## config.mk

```make
export PLATFORM = sky130hd
export DESIGN_NAME = vin_spiadc_responder_flat
export DESIGN_NICKNAME = d
export VERILOG_FILES = /design/src/rtl/vin_spiadc_responder_if.sv /design/src/rtl/vin_spiadc_responder.sv /design/src/flat_wrapper.sv
export SDC_FILE = /design/constraint.sdc
export NUM_CORES = 1
export LEC_CHECK = 0
export CAP_MARGIN = 0
export CORE_UTILIZATION = 25
export CTS_BUF_LIST = sky130_fd_sc_hd__clkbuf_4 sky130_fd_sc_hd__clkbuf_8
export CTS_CLUSTER_DIAMETER = 60
export DETAILED_ROUTE_END_ITERATION = 16
export PLACE_DENSITY = 0.55
export RECOVER_POWER = 50
export SETUP_SLACK_MARGIN = 0.4
export SYNTH_ARGS = -nofsm -noshare
export SYNTH_HDL_FRONTEND = slang
export SYNTH_SLANG_ARGS = --single-unit
```

## constraint.sdc

```tcl
create_clock -name clk -period 1.7 [get_ports clk]
set_input_delay 0.34 -clock clk [delete_from_list [all_inputs] [get_ports clk]]
set_output_delay 0.34 -clock clk [all_outputs]
set_load 0.05 [all_outputs]
```

## src/rtl/vin_spiadc_responder_if.sv

```systemverilog
// Command/response stream between a modular-ADC sequencer (master) and the SPI ADC responder (slave).
interface vin_spiadc_responder_if;
    logic        command_valid;
    logic [4:0]  command_channel;
    logic        command_startofpacket;
    logic        command_endofpacket;
    logic        command_ready;
    logic        response_valid;
    logic [4:0]  response_channel;
    logic [11:0] response_data;
    logic        response_startofpacket;
    logic        response_endofpacket;

    modport master (
        output command_valid, command_channel, command_startofpacket, command_endofpacket,
        input  command_ready,
        input  response_valid, response_channel, response_data,
        input  response_startofpacket, response_endofpacket
    );

    modport slave (
        input  command_valid, command_channel, command_startofpacket, command_endofpacket,
        output command_ready,
        output response_valid, response_channel, response_data,
        output response_startofpacket, response_endofpacket
    );
endinterface

```

## src/rtl/vin_spiadc_responder.sv

```systemverilog
// Modular-ADC responder backed by an MCP3208-class SPI ADC (mode 0, 19-clock frame).
// Define VIN_SPIADC_DIFF_EN to also accept channels 17..16+NUM_CHANNELS as pseudo-differential.
module vin_spiadc_responder #(
    parameter int unsigned CLK_DIV      = 8,
    parameter int unsigned NUM_CHANNELS = 8
) (
    input  logic                         clk,
    input  logic                         reset,
    vin_spiadc_responder_if.slave        stream,
    output logic                         spi_cs,
    output logic                         spi_clk,
    output logic                         spi_mosi,
    input  logic                         spi_miso
);

    typedef enum logic [2:0] {
        IDLE,
        CS_SETUP,
        SHIFT,
        CS_HOLD,
        RESPOND
    } state_t;

    state_t      state, state_d;
    logic [7:0]  div_cnt;
    logic        div_done;
    logic        phase;
    logic [4:0]  bit_cnt;
    logic [11:0] shreg;
    logic [4:0]  ch_q;
    logic        sop_q, eop_q, sgl_q;
    logic [2:0]  addr_q;
    logic        accept;
    logic        cmd_se, cmd_diff, cmd_ok;

    assign div_done = (div_cnt == 8'(CLK_DIV - 1));

    assign cmd_se = (stream.command_channel >= 5'd1) &&
                    (stream.command_channel <= 5'(NUM_CHANNELS));
`ifdef VIN_SPIADC_DIFF_EN
    assign cmd_diff = (stream.command_channel >= 5'd17) &&
                      (stream.command_channel <= 5'(16 + NUM_CHANNELS));
`else
    assign cmd_diff = 1'b0;
`endif
    assign cmd_ok = cmd_se || cmd_diff;

    always_ff @(posedge clk) begin
        if (reset) state <= IDLE;
        else       state <= state_d;
    end

    always_comb begin
        state_d              = state;
        accept               = 1'b0;
        stream.command_ready = 1'b0;
        stream.response_valid = 1'b0;
        spi_cs               = 1'b1;
        spi_clk              = 1'b0;
        spi_mosi             = 1'b0;
        unique case (state)
            IDLE: begin
                stream.command_ready = !reset;
                accept = stream.command_valid && !reset;
                if (accept) state_d = cmd_ok ? CS_SETUP : RESPOND;
            end
            CS_SETUP: begin
                spi_cs = 1'b0;
                if (div_done) state_d = SHIFT;
            end
            SHIFT: begin
                spi_cs  = 1'b0;
                spi_clk = phase;
                // Header bits are indexed by SPI cycle, which only advances on the falling half.
                case (bit_cnt)
                    5'd1:    spi_mosi = 1'b1;
                    5'd2:    spi_mosi = sgl_q;
                    5'd3:    spi_mosi = addr_q[2];
                    5'd4:    spi_mosi = addr_q[1];
                    5'd5:    spi_mosi = addr_q[0];
                    default: spi_mosi = 1'b0;
                endcase
                if (div_done && phase && (bit_cnt == 5'd19)) state_d = CS_HOLD;
            end
            CS_HOLD: begin
                if (div_done) state_d = RESPOND;
            end
            RESPOND: begin
                stream.response_valid = 1'b1;
                state_d = IDLE;
            end
            default: state_d = IDLE;
        endcase
    end

    always_ff @(posedge clk) begin
        if (reset) begin
            div_cnt                       <= '0;
            phase                         <= 1'b0;
            bit_cnt                       <= '0;
            shreg                         <= '0;
            ch_q                          <= '0;
            sop_q                         <= 1'b0;
            eop_q                         <= 1'b0;
            sgl_q                         <= 1'b1;
            addr_q                        <= '0;
            stream.response_channel       <= '0;
            stream.response_data          <= '0;
            stream.response_startofpacket <= 1'b0;
            stream.response_endofpacket   <= 1'b0;
        end else begin
            if (div_done || (state != state_d) || (state == IDLE)) div_cnt <= '0;
            else                                                   div_cnt <= div_cnt + 8'd1;

            if (state == CS_SETUP) begin
                phase   <= 1'b0;
                bit_cnt <= 5'd1;
            end else if ((state == SHIFT) && div_done) begin
                if (!phase) begin
                    phase <= 1'b1;
                    if (bit_cnt >= 5'd8) shreg <= {shreg[10:0], spi_miso};
                end else begin
                    phase   <= 1'b0;
                    bit_cnt <= bit_cnt + 5'd1;
                end
            end

            // Channel 17 and channel 1 share low bits, so one subtract serves both modes.
            if (accept) begin
                ch_q   <= stream.command_channel;
                sop_q  <= stream.command_startofpacket;
                eop_q  <= stream.command_endofpacket;
                sgl_q  <= !cmd_diff;
                addr_q <= stream.command_channel[2:0] - 3'd1;
                shreg  <= '0;
            end

            if ((state_d == RESPOND) && (state != RESPOND)) begin
                if (state == IDLE) begin
                    stream.response_channel       <= stream.command_channel;
                    stream.response_data          <= '0;
                    stream.response_startofpacket <= stream.command_startofpacket;
                    stream.response_endofpacket   <= stream.command_endofpacket;
                end else begin
                    stream.response_channel       <= ch_q;
                    stream.response_data          <= shreg;
                    stream.response_startofpacket <= sop_q;
                    stream.response_endofpacket   <= eop_q;
                end
            end
        end
    end

endmodule

```

## src/flat_wrapper.sv

```systemverilog
// flat-port wrapper written by rule: the top's interface ports become plain ports
module vin_spiadc_responder_flat 
#(
    parameter int unsigned CLK_DIV      = 8,
    parameter int unsigned NUM_CHANNELS = 8
)
  (clk, reset, spi_cs, spi_clk, spi_mosi, spi_miso, stream_command_valid, stream_command_channel, stream_command_startofpacket, stream_command_endofpacket, stream_command_ready, stream_response_valid, stream_response_channel, stream_response_data, stream_response_startofpacket, stream_response_endofpacket);
  vin_spiadc_responder_if stream_i ();
  input  logic clk;
  input  logic reset;
  output logic spi_cs;
  output logic spi_clk;
  output logic spi_mosi;
  input  logic spi_miso;
  input wire logic [$bits(stream_i.command_valid)-1:0] stream_command_valid;
  input wire logic [$bits(stream_i.command_channel)-1:0] stream_command_channel;
  input wire logic [$bits(stream_i.command_startofpacket)-1:0] stream_command_startofpacket;
  input wire logic [$bits(stream_i.command_endofpacket)-1:0] stream_command_endofpacket;
  output wire logic [$bits(stream_i.command_ready)-1:0] stream_command_ready;
  output wire logic [$bits(stream_i.response_valid)-1:0] stream_response_valid;
  output wire logic [$bits(stream_i.response_channel)-1:0] stream_response_channel;
  output wire logic [$bits(stream_i.response_data)-1:0] stream_response_data;
  output wire logic [$bits(stream_i.response_startofpacket)-1:0] stream_response_startofpacket;
  output wire logic [$bits(stream_i.response_endofpacket)-1:0] stream_response_endofpacket;
  assign stream_i.command_valid = stream_command_valid;
  assign stream_i.command_channel = stream_command_channel;
  assign stream_i.command_startofpacket = stream_command_startofpacket;
  assign stream_i.command_endofpacket = stream_command_endofpacket;
  assign stream_command_ready = stream_i.command_ready;
  assign stream_response_valid = stream_i.response_valid;
  assign stream_response_channel = stream_i.response_channel;
  assign stream_response_data = stream_i.response_data;
  assign stream_response_startofpacket = stream_i.response_startofpacket;
  assign stream_response_endofpacket = stream_i.response_endofpacket;
  vin_spiadc_responder #(.CLK_DIV(CLK_DIV), .NUM_CHANNELS(NUM_CHANNELS)) u_core (.clk(clk), .reset(reset), .stream(stream_i), .spi_cs(spi_cs), .spi_clk(spi_clk), .spi_mosi(spi_mosi), .spi_miso(spi_miso));
endmodule
```

==> results.sh <==
export IMPL_finalMaxSlewViolations=0
export IMPL_ant_nets=0
export IMPL_clkPwrFrac=0.373
export IMPL_syn_nets=302
export IMPL_synth_area_leaders="dfxtp_1 43%, mux2i_1 7.8%, a211oi_1 4.2%, nand2_1 4.2%, a21oi_1 4.1%"
export IMPL_die_y_um=106
export IMPL_vdd_drop_max_mv=0.363
export IMPL_fmax_mhz=501
export IMPL_power_leakage_nw=1.85
export IMPL_cts_sinks=58
export IMPL_postSynthAreaPerCell_um2=9.49
export IMPL_clock_latency_ns=0.34
export IMPL_routabilityCongestion=0.779
export IMPL_internal_power_mw=2.20
export IMPL_critPathRequiredTime_ns=1.36
export IMPL_comb_power_share=0.167
export IMPL_synth_edff_count=0
export IMPL_final_common_cell="dfxtp_1"
export IMPL_place_inst=479
export IMPL_hold_viol=0
export IMPL_min_period_over_period=1.17
export IMPL_finClkSkew_ns=0.0102
export IMPL_fill_cells=987
export IMPL_area_growth_pct=74.8
export IMPL_via_count=2530
export IMPL_post_route_min_period_ns=2.00
export IMPL_grt_overflow=0
export IMPL_nets=404
export IMPL_reg2reg_from="u_core.state[1]"
export IMPL_cts_buffer_depth=2
export IMPL_via_per_inst=4.81
export IMPL_seq_area_um2=1180
export IMPL_diodes=0
export IMPL_die_area_um2=11200
export IMPL_hp_class="in -> reg"
export IMPL_violations="setup timing"
export IMPL_first_iter_violations=84
export IMPL_wl_um=7830
export IMPL_wl_per_cell_um=14.9
export IMPL_synth_cell_type_count=49
export IMPL_ys_seq_elements=58
export IMPL_outcome="finished with violations"
export IMPL_path_class="reg -> out"
export IMPL_worstPathCellList="ha_2 > a2111oi_4 > a21oi_2 > nor4b_4 > buf_12"
export IMPL_layout_setup_ws_ns=-0.297
export IMPL_first_global_vias=2611
export IMPL_cp_slowest_cell="dfxtp_4"
export IMPL_synth_area_um2=2690
export IMPL_numCtsBuffers=9
export IMPL_antenna_found_initial=0
export IMPL_h_tree_depth=3
export IMPL_dpl_cell_area_um2=3550
export IMPL_grtUsageTotal=0.145
export IMPL_num_io_pins=35
export IMPL_dp_hpwl_um=4590
export IMPL_tightest_slew_ns=0.612
export IMPL_instances_no_fill=526
export IMPL_async_flop_share=0
export IMPL_seq_area_frac_synth=0.432
export IMPL_clkTransAtPathRegs_ns=0.07
export IMPL_hold_start="stream_command_channel[1]"
export IMPL_drive_above_1_share=0.577
export IMPL_start_util=0.259
export IMPL_switching_share=0.283
export IMPL_drc=0
export IMPL_rsz0062_at_grt="yes"
export IMPL_cp_startpoint="u_core.bit_cnt[0]"
export IMPL_final_cell_area_um2=4690
export IMPL_critPathMaxStageDelay_ns=0.37
export IMPL_final_cell_mix="49 x dfxtp_1, 35 x buf_4, 25 x buf_6, 22 x a21oi_2, 18 x nand2_4"
export IMPL_netlist_instances=283
export IMPL_yosysTopAreaCellShare=0.432
export IMPL_power_density_nw_per_um2=654
export IMPL_port_buffers=34
export IMPL_yosys_area_top_type="dfxtp_1"
export IMPL_synthFlopType="dfxtp_1"
export IMPL_dr_pass1_iters=4
export IMPL_arrival_ns=1.66
export IMPL_grt_max_degree=16
export IMPL_tns_ns=-1.12
export IMPL_root_buffer="clkbuf_8"
export IMPL_row_count=37
export IMPL_coreArea_um2=10400
export IMPL_setup_viol=20
export IMPL_relSlewSlack=0.594
export IMPL_p_total_mw=3.07
export IMPL_cp_start_kind="flop"
export IMPL_grt_first_pass_wirelength_um=12800
export IMPL_tritoncts="yes"
export IMPL_p_seq_frac=0.459
export IMPL_cap_viol_max_count=0
export IMPL_die_x_um=106
export IMPL_power_switching_uw=869
export IMPL_multiInputGateArea_um2=2030
export IMPL_ys_warn_count=0
export IMPL_worst_path_max_fanout=4
export IMPL_cp_end_kind="primary output"
[flip-flops by register name, summed over array words and instances (netlist names)]
signal                                flops
u_core.shreg                             12
u_core.stream.response_data              12
u_core.div_cnt                            8
u_core.bit_cnt                            5
u_core.ch_q                               5
u_core.stream.response_channel            5
u_core.addr_q                             3
u_core.state                              3
u_core.eop_q                              1
u_core.phase                              1
u_core.sop_q                              1
u_core.stream.response_endofpacket        1
u_core.stream.response_startofpacket      1
[metal layers]
layer / global-route usage / vias up / part of all wire
li1: - / 1217 / -
met1: 0.164 / 1256 / 0.41
met2: 0.255 / 38 / 0.53
met3: 0.0309 / 19 / 0.026
met4: 0.0794 / 0 / 0.032
met5: 0 / - / 0
[worst max-delay path: cells and delay by family, from the launching register on]
kind                     cells  cell delay [ns]
flip-flops                   1             0.37
adder cells (fa/ha/maj)      1             0.21
AND/OR/NAND/NOR              1             0.16
buffers and inverters        1             0.15
AO/OA/AOI/OAI                2             0.42
[repair_timing]
| action | CTS | global route |
|---|---|---|
| pin swaps | 46 | 21 |
| gates cloned | 4 | 1 |
| setup endpoints to repair | 63 | 64 |
| setup buffers | 20 | 6 |
| resized for setup | 141 | 56 |
| endpoints found under the hold margin | 0 | 0 |
| hold buffers | 0 | 0 |
[metrics by stage]
step	setup slack [ns]	hold slack, ns	utilization
5_1_grt	-0.362	0.364	0.453
3_3_place_gp	-0.479	0.440	0.342
4_1_cts	-0.311	0.372	0.431
3_5_place_dp	-0.605	0.450	0.342
6_report	-0.297	0.363	0.453
2_1_floorplan	-0.0877	0.432	-
[cells in the mapped netlist, types with 2 or more instances]
master	instances
a211oi_1	15
a21oi_1	22
a22oi_1	2
buf_2	5
buf_4	3
buf_6	3
clkbuf_1	6
dfxtp_1	58
ha_1	8
inv_1	6
mux2i_1	21
nand2_1	30
nand2b_1	3
nand3_1	6
nand3b_1	2
nor2_1	18
nor2_2	10
nor3_1	5
nor3b_1	2
nor4_1	2
o211ai_1	13
o21ai_0	4
or3_1	4
xnor2_1	7
xor2_1	4
[path summary, 6_finish.rpt]
path | end | slack [ns] | depth (start not counted)
min | u_core.ch_q[1] | 0.36 | 4
max reg2reg | u_core.ch_q[1] | -0.13 | 8
min reg2reg | u_core.ch_q[1] | 0.48 | 2
max | spi_mosi | -0.30 | 5
[cell families (layout without fill, tap and decap cells)]
logic type / after synthesis / in the layout / synth area share
and+or+nand+nor: 97 / 97 / 0.204
AOI/OAI and AO/OA: 65 / 65 / 0.165
DFF: 58 / 58 / 0.432
buffers and inverters: 23 / 130 / 0.0471
muxes: 21 / 21 / 0.0783
xor gates and xnor gates: 11 / 11 / 0.0359
adders and majority gates: 8 / 8 / 0.0373
[layout make-up]
| type | instances | area share |
|---|---|---|
| clock buffer | 10 | 0.0293 |
| clock inverter | 6 | 0.00906 |
| inverter | 6 | 0.00640 |
| multi-input combinational | 202 | 0.432 |
| sequential | 58 | 0.251 |
| tap | 136 | 0.0363 |
| timing repair buffer | 108 | 0.235 |
[power groups by stage]
stage / clock [mW] / combinational (mW) / sequential (mW)
floorplan: 0 / 0.178 / 1.47
global placement: 0 / 0.364 / 1.44
detailed placement: 0 / 0.368 / 1.44
CTS: 1.18 / 0.499 / 1.41
global route: 1.25 / 0.544 / 1.41
finish: 1.15 / 0.514 / 1.41
(Power assumes the default switching activity.)
